<file path="config.mk">
export PLATFORM = sky130hd
export DESIGN_NAME = sum_uart_tx_flat
export DESIGN_NICKNAME = d
export VERILOG_FILES = /design/src/rtl/sum_uart_pkg.sv /design/src/rtl/sum_uart_tx_if.sv /design/src/rtl/sum_uart_baud.sv /design/src/rtl/sum_uart_tx.sv /design/src/flat_wrapper.sv
export SDC_FILE = /design/constraint.sdc
export NUM_CORES = 1
export LEC_CHECK = 0
export ABC_AREA = 1
export CORE_ASPECT_RATIO = 1.4
export CORE_MARGIN = 10
export CORE_UTILIZATION = 25
export DETAILED_ROUTE_END_ITERATION = 10
export HOLD_SLACK_MARGIN = 0.03
export SYNTH_ARGS = -nofsm -noshare
export SYNTH_HDL_FRONTEND = slang
export SYNTH_HIERARCHICAL = 1
export SYNTH_SLANG_ARGS = --single-unit
</file>
<file path="constraint.sdc">
create_clock -name clk -period 1.4 [get_ports clk]
set_input_delay 0.14 -clock clk [delete_from_list [all_inputs] [get_ports clk]]
set_output_delay 0.14 -clock clk [all_outputs]
set_load 0.01 [all_outputs]
</file>
<file path="src/rtl/sum_uart_pkg.sv">
// Shared types and constants for the sum_uart_tx serial transmitter.
// Frame-length constants cover both builds (with and without SUM_UART_PARITY_EN).
package sum_uart_pkg;

  typedef enum logic [2:0] {
    IDLE,
    START,
    DATA,
    PARITY,
    STOP
  } tx_state_t;

  localparam int DATA_BITS            = 8;
  localparam int FRAME_BITS_NO_PARITY = DATA_BITS + 2;
  localparam int FRAME_BITS_PARITY    = DATA_BITS + 3;

  // Clocks from one transfer edge to the next when valid is held high.
  function automatic int frame_period(input int clks_per_bit, input bit parity_en);
    return (parity_en ? FRAME_BITS_PARITY : FRAME_BITS_NO_PARITY) * clks_per_bit + 1;
  endfunction

endpackage

</file>
<file path="src/rtl/sum_uart_tx_if.sv">
// Byte handshake between the running-sum stage (master) and the UART transmitter (slave).
interface sum_uart_tx_if;
  logic [7:0] data_i;
  logic       valid_i;
  logic       ready_o;

  modport master (output data_i, output valid_i, input  ready_o);
  modport slave  (input  data_i, input  valid_i, output ready_o);
endinterface

</file>
<file path="src/rtl/sum_uart_baud.sv">
// Bit-period timer: counts 0..CLKS_PER_BIT-1, holds at the terminal count and
// flags it with tick; clear restarts the count on every state or bit change.
module sum_uart_baud #(
  parameter int CLKS_PER_BIT = 16
) (
  input  logic clk,
  input  logic rst,
  input  logic clear,
  output logic tick
);

  localparam int            W  = $clog2(CLKS_PER_BIT);
  localparam logic [W-1:0]  TC = W'(CLKS_PER_BIT - 1);

  logic [W-1:0] r_cnt;

  // NOTE: sequential state uses non-blocking assignments so every flop samples
  // pre-edge values, independent of block ordering.
  always_ff @(posedge clk) begin
    if (rst || clear) begin
      r_cnt <= '0;
    end else if (r_cnt != TC) begin
      r_cnt <= r_cnt + W'(1);
    end
  end

  assign tick = (r_cnt == TC);

endmodule

</file>
<file path="src/rtl/sum_uart_tx.sv">
// UART transmitter for the running-sum byte stream: 8N1 frames, LSB first.
// Define SUM_UART_PARITY_EN to insert an even-parity bit between data and stop.
module sum_uart_tx
  import sum_uart_pkg::*;
#(
  parameter int CLKS_PER_BIT = 16
) (
  input  logic                 clk,
  input  logic                 rst,
  sum_uart_tx_if.slave         s_if,
  output logic                 tx_o,
  output logic                 busy_o
);

  tx_state_t  r_state;
  logic       r_tx;
  logic [7:0] r_shift;
  logic [2:0] r_bit_idx;
`ifdef SUM_UART_PARITY_EN
  logic       r_parity;
`endif

  logic w_tick;
  logic w_clear;
  logic w_transfer;

  assign s_if.ready_o = (r_state == IDLE) && !rst;
  assign w_transfer   = s_if.valid_i && s_if.ready_o;
  // Counter sits at zero while idle and restarts each time a bit period ends.
  assign w_clear      = (r_state == IDLE) || w_tick;

  sum_uart_baud #(
    .CLKS_PER_BIT (CLKS_PER_BIT)
  ) u_baud (
    .clk   (clk),
    .rst   (rst),
    .clear (w_clear),
    .tick  (w_tick)
  );

  // NOTE: synchronous reset puts every register, including the shift register,
  // into a known state so an aborted frame leaves nothing behind.
  always_ff @(posedge clk) begin
    if (rst) begin
      r_state   <= IDLE;
      r_tx      <= 1'b1;
      r_shift   <= '0;
      r_bit_idx <= '0;
`ifdef SUM_UART_PARITY_EN
      r_parity  <= 1'b0;
`endif
    end else begin
      case (r_state)
        IDLE: begin
          if (w_transfer) begin
            r_shift <= s_if.data_i;
            r_tx    <= 1'b0;
            r_state <= START;
`ifdef SUM_UART_PARITY_EN
            r_parity <= ^s_if.data_i;
`endif
          end
        end

        START: begin
          if (w_tick) begin
            r_tx    <= r_shift[0];
            r_state <= DATA;
          end
        end

        DATA: begin
          if (w_tick) begin
            if (r_bit_idx == 3'(DATA_BITS - 1)) begin
              r_bit_idx <= '0;
`ifdef SUM_UART_PARITY_EN
              r_tx      <= r_parity;
              r_state   <= PARITY;
`else
              r_tx      <= 1'b1;
              r_state   <= STOP;
`endif
            end else begin
              r_bit_idx <= r_bit_idx + 3'd1;
              r_shift   <= {1'b0, r_shift[7:1]};
              r_tx      <= r_shift[1];
            end
          end
        end

`ifdef SUM_UART_PARITY_EN
        PARITY: begin
          if (w_tick) begin
            r_tx    <= 1'b1;
            r_state <= STOP;
          end
        end
`endif

        STOP: begin
          if (w_tick) begin
            r_state <= IDLE;
          end
        end

        default: begin
          r_tx    <= 1'b1;
          r_state <= IDLE;
        end
      endcase
    end
  end

  assign tx_o   = r_tx;
  assign busy_o = (r_state != IDLE);

endmodule

</file>
<file path="src/flat_wrapper.sv">
// flat-port wrapper written by rule: the top's interface ports become plain ports
module sum_uart_tx_flat import sum_uart_pkg::*;
#(
  parameter int CLKS_PER_BIT = 16
)
  (clk, rst, tx_o, busy_o, s_if_data_i, s_if_valid_i, s_if_ready_o);
  sum_uart_tx_if s_if_i ();
  input  logic clk;
  input  logic rst;
  output logic tx_o;
  output logic busy_o;
  input wire logic [$bits(s_if_i.data_i)-1:0] s_if_data_i;
  input wire logic [$bits(s_if_i.valid_i)-1:0] s_if_valid_i;
  output wire logic [$bits(s_if_i.ready_o)-1:0] s_if_ready_o;
  assign s_if_i.data_i = s_if_data_i;
  assign s_if_i.valid_i = s_if_valid_i;
  assign s_if_ready_o = s_if_i.ready_o;
  sum_uart_tx #(.CLKS_PER_BIT(CLKS_PER_BIT)) u_core (.clk(clk), .rst(rst), .s_if(s_if_i), .tx_o(tx_o), .busy_o(busy_o));
endmodule
</file>
Yosys cells after proc, flatten, opt, wreduce, memory -nomap -nowiden. Cells that the tools add are included.

Memory bits (writable): 0. Bits of input ports: 11. Memories: 0. Bits in latches: 0. Register bits after elaboration: 19. Word-level logic and storage cells: 48. Memory bits (read-only): 0. Output and inout port bits: 3.

Reductions and logical operators: 12. Multipliers: 0. $lt $le $gt $ge: 0. Shift operators: 0. Eq/ne operators: 12. Div/mod/pow operators: 0. Bitwise gates (word level): 1. Mux-type cells: 16. Add/subtract/negate cells: 2.

Operators with widths (number): $mux 8 (3); $mux 3 (6); $pmux 8 s2 (1); $pmux 3 s4 (1); $ne 2x1->1 const B (5); $reduce_and 4->1 (2); $eq 3x3->1 const B (2); $reduce_and 5->1 (1); $add 4x1->4 const B (1); $eq 4x4->1 const B (1); $mux 1 (4); $ne 4x4->1 const B (1); $pmux 1 s4 (1); $add 3x1->3 const B (1); $eq 3x1->1 const B (1); $eq 3x2->1 const B (1); $logic_not 3->1 (1); $reduce_bool 3->1 (1); $logic_and 1x1->1 (2); $logic_or 1x1->1 (2); $ne 2x2->1 const B (1); $reduce_and 2->1 (1); $reduce_bool 2->1 (1); $logic_not 1->1 (1); $not 1->1 (1).

Longest topological paths before layout. Gate-level depths: netlist (run 1).

Depth after elaboration: 5. Mapped depth: 11. Mapped depth without buffers: 10.

Hierarchy. Netlist (run 1), hierarchy kept.

By module, submodules not included: sum_uart_tx (seq. area each 300.3 µm², area each 839.6 µm², cells an instance 140, times used 1); sum_uart_baud (seq. area each 80.1 µm², area each 205.2 µm², cells an instance 30, times used 1).

Worst setup path before layout (run 1). OpenSTA, ideal clock, no wires.

Kind: register to register. Start: reg u_core.u_baud.r_cnt[0]. End: reg u_core.r_shift[2]. Required time: 1.287 ns. Library setup time: 0.113 ns. Stages on the path, launching flop included: 12. Path buffers: 1. Arrival: 1.411 ns. Clock period less this slack: 1.523 ns. Path slack: -0.123 ns. Cells stage by stage: dfxtp_1 > ha_1 > nand3_2 > inv_1 > inv_1 > nand3_1 > nand2_1 > nor2_4 > buf_6 > nand2_1 > nand2_1 > nor2_1.

Word-level cells in the longest chain between the ends: 3.

RTL lines: start, declared (line sum_uart_baud.sv:15) `logic [W-1:0] r_cnt;`; start signal, assigned (line sum_uart_baud.sv:23) `r_cnt <= r_cnt + W'(1);`; $eq 4x4->1 (line sum_uart_baud.sv:27) `assign tick = (r_cnt == TC);`; via u_core.w_tick (line sum_uart_tx.sv:23) `logic w_tick;`; $ne 2x1->1 (no source line); $reduce_and 4->1 (no source line); end signal, assigned (line sum_uart_tx.sv:56) `r_shift <= s_if.data_i;`; end signal, assigned (line sum_uart_tx.sv:85) `r_shift <= {1'b0, r_shift[7:1]};`; end, declared (line sum_uart_tx.sv:17) `logic [7:0] r_shift;`.

The timed path passes the listed nets, and every way through them passes these cells. A chain may end at the register's enable or synchronous reset.

Worst setup path in the final report (run 1).
Start: reg u_core.u_baud.r_cnt[0]. End: reg u_core.r_state[1].

Word-level cells in the longest chain between the ends: 3. Elaborated cells between the ends (all ways): 5. Classes of those cells: 4 x eq/ne; 1 x reduce/logical.

RTL lines: $eq 4x4->1 (*) (line sum_uart_baud.sv:27); via u_core.w_tick (line sum_uart_tx.sv:23); $ne 2x1->1 (no source line); $reduce_and 5->1 (no source line) (*); end signal, assigned (line sum_uart_tx.sv:45) `r_state <= IDLE;`; end signal, assigned (line sum_uart_tx.sv:58) `r_state <= START;`; end signal, assigned (line sum_uart_tx.sv:68) `r_state <= DATA;`; end, declared (line sum_uart_tx.sv:15) `tx_state_t r_state;`.

The timed path passes the listed nets; every way through them passes the cells marked *.

==> metrics.md, run 1 <==
| Metric | Value |
|---|---|
| Status | finished clean |
| Post-route ant nets | 0 |
| Final Hold Viols | 0 |
| # port buffers | 13 |
| Number of fill cells | 417 |
| Die height | 96.5 um |
| # clock sinks | 19 |
| Io pins | 14 |
| Core box area | 0.00399 sq mm |
| FF+latch count, synth | 19 |
| Crit path max fanout | 4 |
| # DRC | 0 |
| Post-Layout Cell Count | 254 |
| Diodes inserted | 0 |
| HP Class | in2reg |
| Routed WL | 2780 um |
| Worst hold slack | 473 ps |
| Starting Density | between 20% and 30% |
| P_leak | about 0.78 nW |
| Tot Pwr | 2.87 mW |
| Final setup vio count | 0 |
| Vias in the first global route | about 1.1k |
| Distinct cells, synth | 17 |
| VDD IR max | a little over 0.7 mV |
| Inst Count DP | approximately 240 |
| GRT Total Usage | 7.43% |
| Worst skew pair latency | 250 ps |
| Synth-to-layout area growth | 59.0% |
| Seq/Total Area, Yosys | 36.4% |
| Clock Skews | 0.822 ps |
| RSZ-0062 raised after global routing | yes |
| Power Density | 1730 mW/mm^2 |
| Min Tclk post-route | 1400 ps |
| DIE AREA | 0.00720 sq mm |
| Relative slew slack | 80.3% |
| WS Path Type | reg2reg |
| CP required | 1550 ps |
| Arrival @ worst endpoint | 1550 ps |
| H-Tree Depth | 1 |
| Largest net degree at the start of global routing | 17 |
| Via count | approximately 1.1k |
| Syn. warnings | 6 |
| Iter 0 DRT Violations | 50 |
| Wire per inst | between 10 and 15 um |
| First-pass DRT Iterations | 4 |
| Chip width | around 75 um |
| Dpl ws | -131 ps |
| Maximum clock insertion buffer count | 2 |
| Total grt overflow | 0 |
| CTS Buf Count | 3 |
| R2R depth | 11 |
| Number of core rows | 27 |
| Clk root buf | clkbuf_8 |
| Syn Inst Count | 170 |
| First-pass GRT wire length | between 4000 and 5000 um |
| Final Wtd Congestion | 0.806 |
| Final setup margin | 0.0895 ps |
| Vias per cell | about 4.5 |
| Post-synth net total | about 180 |
| Fin nets | 226 |
| TritonCTS clock tree | done |
| Crit path launch type | register |
| Final Max Slew Viols | 0 |
| Worst-margin pin slew | 292 ps |
| Fin crit share | 100% |
| Crit end category | register |
| Layout cells sized above 1 | between 30% and 40% |
| Post-synthesis cell area | 0.00104 sq mm |
| Hold-fix buffers at CTS | 0 |
| DPL Wire Length | 1780 um |
| Mean Syn Cell Area | around 6.1 sq um |
| Max-cap violations | 0 |
| WHS Path Cells | 3 |
| Antenna violations before repair | 0 |
| Clock transition at path regs | ~70 ps |
| FMAX | 714 MHz |
-- worst max-delay path: stages, from the launching register on --
cell,delay (ps)
dfxtp_2,350
ha_4,150
nand3_4,80
inv_2,80
inv_4,40
buf_4,150
nand3_2,110
nand3_4,80
nor2_4,120
nand2_1,50
nand2_1,50
nor2_1,30
-- layout make-up --
| cell class | count | area, sq um | share of cell area, % |
|---|---|---|---|
| inverters | 21 | 85.1 | 5.12 |
| multi-input cells | 127 | 729 | 43.9 |
| well taps | 43 | 53.8 | 3.24 |
| flip-flops and latches | 19 | 388 | 23.3 |
| clock buffers | 4 | 45.0 | 2.71 |
| repair buffers | 40 | 360 | 21.7 |
-- metal layers --
metal / part of all wire (%) / track usage, %
met1: 44 / 7.88
met2: 50 / 13.3
met3: 3.6 / 2.24
met4: 1.8 / 3.01
met5: 0 / 0
-- cell usage in the layout (no fill, tap or decap), types with 2 or more instances in the layout --
| cell | synthesis | final |
|---|---|---|
| nand3_1 | 11 | 6 |
| nor2_2 | 2 | 3 |
| nand3_4 | 0 | 5 |
| nand3_2 | 2 | 2 |
| inv_1 | 20 | 16 |
| nand2_4 | 0 | 2 |
| dfxtp_2 | 0 | 6 |
| a21oi_1 | 5 | 5 |
| ha_4 | 0 | 2 |
| buf_4 | 0 | 23 |
| dfxtp_1 | 19 | 13 |
| o21ai_0 | 5 | 4 |
| nand2_1 | 61 | 56 |
| clkdlybuf4s50_1 | 0 | 11 |
| nand2_2 | 0 | 3 |
| nor2_4 | 2 | 7 |
| buf_6 | 1 | 2 |
| inv_2 | 1 | 3 |
| clkbuf_8 | 0 | 3 |
| nor2_1 | 34 | 28 |
-- worst paths after layout --
path | start | to | slack, ps
worst max-delay path | u_core/u_baud/r_cnt[0] | u_core/r_state[1] | 0.09
worst min-delay path | s_if_valid_i | u_core/r_state[0] | 470
worst max register to register | u_core/u_baud/r_cnt[0] | u_core/r_state[1] | 0.09
worst min register to register | u_core/r_bit_idx[1] | u_core/r_bit_idx[1] | 480
-- synthesized netlist by cell type --
| master | instances | area [sq um] |
|---|---|---|
| nor2_1 | 34 | 128 |
| nor2_4 | 2 | 22.5 |
| ha_1 | 3 | 37.5 |
| buf_6 | 1 | 11.3 |
| buf_2 | 1 | 5.00 |
| dfxtp_1 | 19 | 380 |
| nor2_2 | 2 | 12.5 |
| inv_1 | 20 | 75.1 |
| nand4_1 | 1 | 6.26 |
| a21oi_1 | 5 | 25.0 |
| inv_2 | 1 | 3.75 |
| nand3_1 | 11 | 55.1 |
| clkbuf_1 | 1 | 3.75 |
| o21ai_0 | 5 | 25.0 |
| nor3_1 | 1 | 5.00 |
| nand3_2 | 2 | 20.0 |
| nand2_1 | 61 | 229 |
-- repair_timing --
item | CTS | global route
endpoints found under the setup margin | 11 | 15
cloned | 0 | 1
hold endpoints to repair | 0 | 0
gates resized for setup | 8 | 41
pin swaps | 2 | 9
setup buffers | 2 | 3
-- per-stage QoR --
step / utilization (%) / setup TNS [ps] / cell area, sq um
2_1_floorplan: - / 0 / 1060
3_3_place_gp: 34.7 / -678 / 1380
3_5_place_dp: 34.7 / -908 / 1380
4_1_cts: 36.6 / 0 / 1460
5_1_grt: 41.7 / -640 / 1660
6_report: 41.7 / 0 / 1660
-- logic make-up after synthesis --
group,count (synthesis),synth area share (%)
simple gates,114,45.7
buf+inv,24,9.46
flops,19,36.4
compound gates,10,4.79
fa+ha+maj,3,3.59
-- registers in the layout, summed over array words and instances (netlist names) --
| register | cells |
|---|---|
| u_core/r_bit_idx | 3 |
| u_core/r_state | 3 |
| u_core/u_baud/r_cnt | 4 |
| u_core/r_shift | 8 |
| u_core/tx_o | 1 |
-- power breakdown --
group	total, mW	switching (mW)	internal (mW)
Sequential	0.759	0.0815	0.677
Clock	0.376	0.174	0.202
Combinational	1.73	0.916	0.818
Total	2.87	1.17	1.70
(Power assumes the default switching activity.)
==> run 2, diff against run 1 <==
--- a/config.mk
+++ b/config.mk
@@ -11,6 +11,7 @@
 export CORE_UTILIZATION = 25
 export DETAILED_ROUTE_END_ITERATION = 10
 export HOLD_SLACK_MARGIN = 0.03
+export REMOVE_ABC_BUFFERS = 1
 export SYNTH_ARGS = -nofsm -noshare
 export SYNTH_HDL_FRONTEND = slang
 export SYNTH_HIERARCHICAL = 1
==> run 2 against run 1 <==
Compared with the run above: fmax grew 4.6%; clock power grew 2%; final area decreased by 0.23%; die area did not move; critical path type unchanged; clock skew increased by 1.0 ps; sequential power is 2% lower; clock-buffer cell count unchanged; routed wire length down 5.9%; highest routed layer unchanged; combinational power down 6%; flip-flop and latch count did not move; critical endpoint is now u_core/r_shift[4]; non-clock buffer count up 3; final cell count is 1.2% higher.
==> metrics.md, run 2 (synthesis results as in run 1) <==
| Metric | Value |
|---|---|
| Status | finished clean |
| Post-route met1 wirelength | about 1200 um |
| Largest net degree at the start of global routing | 17 |
| Number of core rows | 27 |
| Synth-to-layout area growth | 58.7% |
| Wire per inst | 10.2 um |
| Via count | 1103 |
| Power Density | 1660 mW/mm^2 |
| Antenna violations before repair | 0 |
| Tot Pwr | 2.76 mW |
| Crit path to | u_core/r_shift[4] |
| DIE AREA | 0.00720 sq mm |
| Maximum clock insertion buffer count | 2 |
| Part of the power in combinational logic | between 50% and 60% |
| GRT Total Usage | 7.75% |
| HP Class | reg2reg |
| Routed WL | 2610 um |
| WS Path Type | reg2reg |
| Clk network pwr share | 14.0% |
| Worst R2R Setup Slack | between 60 and 70 ps |
| Diodes inserted | 0 |
| CP required | around 1600 ps |
| Post-route ant nets | 0 |
| Iter 0 DRT Violations | 60 |
| Clock Skews | 1.83 ps |
| RSZ-0062 raised after global routing | yes |
| Final Max Slew Viols | 0 |
| Chip width | between 70 and 80 um |
| Crit path max fanout | 8 |
| Final Hold Viols | 0 |
| Layout cells sized above 1 | about a third |
| Reg-to-Reg End | u_core/r_shift[4] |
| Hold-fix buffers at CTS | 0 |
| Starting Density | 26.2% |
| Vias per cell | 4.29 |
| Worst-margin pin slew | 305 ps |
| Max FFs per register | 8 |
| Top sig layer | met4 |
| Largest registers | u_core/r_shift: 8 flops, u_core/u_baud/r_cnt: 4 flops |
| Share of power burned in registers | a little over a quarter |
| TritonCTS clock tree | done |
| CTS Buf Count | 3 |
| Max-cap violations | 0 |
| Reg2Reg Launch Point | u_core/r_bit_idx[1] |
| Fin nets | 229 |
| Worst skew pair latency | 250 ps |
| R2R depth | 9 |
| H-Tree Depth | 1 |
| First-pass DRT Iterations | 4 |
| Crit path launch type | register |
| Critical Path Start | u_core/r_bit_idx[1] |
| Final TNS setup | 0 ps |
| First-pass GRT wire length | 4550 um |
| Final setup vio count | 0 |
| Sw Ratio | approximately 40% |
| Int Pwr | ~1.7 mW |
| FMAX | 747 MHz |
| Io pins | 14 |
| Relative slew slack | 79.5% |
| Commonest cells after routing, fill and taps aside | nand2_1 (54), nor2_1 (28), buf_4 (25) |
| Min Tclk post-route | 1340 ps |
| Worst hold slack | ~460 ps |
| Met3 WL post-DR | between 100 and 150 um |
| Crit end category | register |
| Core box area | 0.00399 sq mm |
| Most common cell after layout, fill and taps aside | nand2_1 |
| Arrival @ worst endpoint | 1490 ps |
| Biggest register | u_core/r_shift |
| Met2 wire length | 1250 um |
| DPL Wire Length | ~1800 um |
| Fin crit share | 95.6% |
| Clk root buf | clkbuf_8 |
| # port buffers | 13 |
| Clock transition at path regs | 70 ps |
| Die height | 96.5 um |
| VDD IR max | 0.748 mV |
| # clock sinks | 19 |
| P_leak | approximately 0.8 nW |
| Total grt overflow | 0 |
| Final Wtd Congestion | ~0.77 |
| # DRC | 0 |
| Hold Startpoint | u_core/tx_o |
| Switching power | between 1 and 1.5 mW |
| Vias in the first global route | ~1.1k |
-- run 2: changes by cell type in the layout (fill, tap and decap cells not counted), sizes merged --
cell	delta
buf	+2
clkbuf	+1
clkinvlp	-1
inv	+1
-- run 2: final cells by class --
class                      count  area, sq um
fill                         425         2330
sequential                    19          384
multi-input combinational    127          707
timing repair buffer          43          387
tap                           43         53.8
inverter                      21         81.3
clock buffer                   4         45.0
-- run 2: worst min-delay path by stage --
| stage | depth (start not counted) | to | slack [ps] |
|---|---|---|---|
| CTS | 3 | u_core/r_state[0] | 480 |
| finish | 2 | u_core/tx_o | 460 |
| global placement | 2 | u_core/tx_o | 450 |
| detailed placement | 2 | u_core/tx_o | 460 |
| floorplan | 1 | u_core/r_bit_idx[0] | 210 |
| global route | 3 | u_core/r_state[0] | 500 |
-- run 2: metal layers --
metal  track usage (%)  vias up
met5                 0        -
met4              3.32        0
met3              2.35        2
met2              12.9       11
met1              8.91      486
li1                  -      604
-- run 2: power by group through the flow --
stage	clock network [mW]	registers [mW]	logic [mW]
after floorplan	0	0.758	0.750
after global placement	0	0.739	1.34
after detailed placement	0	0.742	1.34
after CTS	0.410	0.742	1.37
after global routing	0.426	0.761	1.86
final	0.385	0.745	1.63
-- run 2: per-stage QoR --
| step | util, % | instances | worst slack [ps] | area [sq um] |
|---|---|---|---|---|
| 6_report | 41.6 | 257 | 61.0 | 1660 |
| 5_1_grt | 41.6 | 257 | -41.0 | 1660 |
| 4_1_cts | 37.7 | 253 | -7.44 | 1500 |
| 3_5_place_dp | 35.5 | 249 | -57.8 | 1420 |
| 3_3_place_gp | 35.5 | 249 | -63.9 | 1420 |
| 2_1_floorplan | - | 167 | -107 | 1020 |
-- run 2: timing repair --
item / CTS / global route
cloned: 0 / 1
pin swaps: 3 / 8
gates resized for setup: 14 / 36
buffers inserted: 0 / 3
setup endpoints to repair: 17 / 20
-- run 2: critical path, stage by stage, from the launching register on --
cell and delay (ps):
dfxtp_1 340, ha_4 170, ha_4 170, nor2_4 100
nor2_2 50, nor2_4 150, buf_12 140, nand2_1 50
nand2_1 50, nor2_1 40
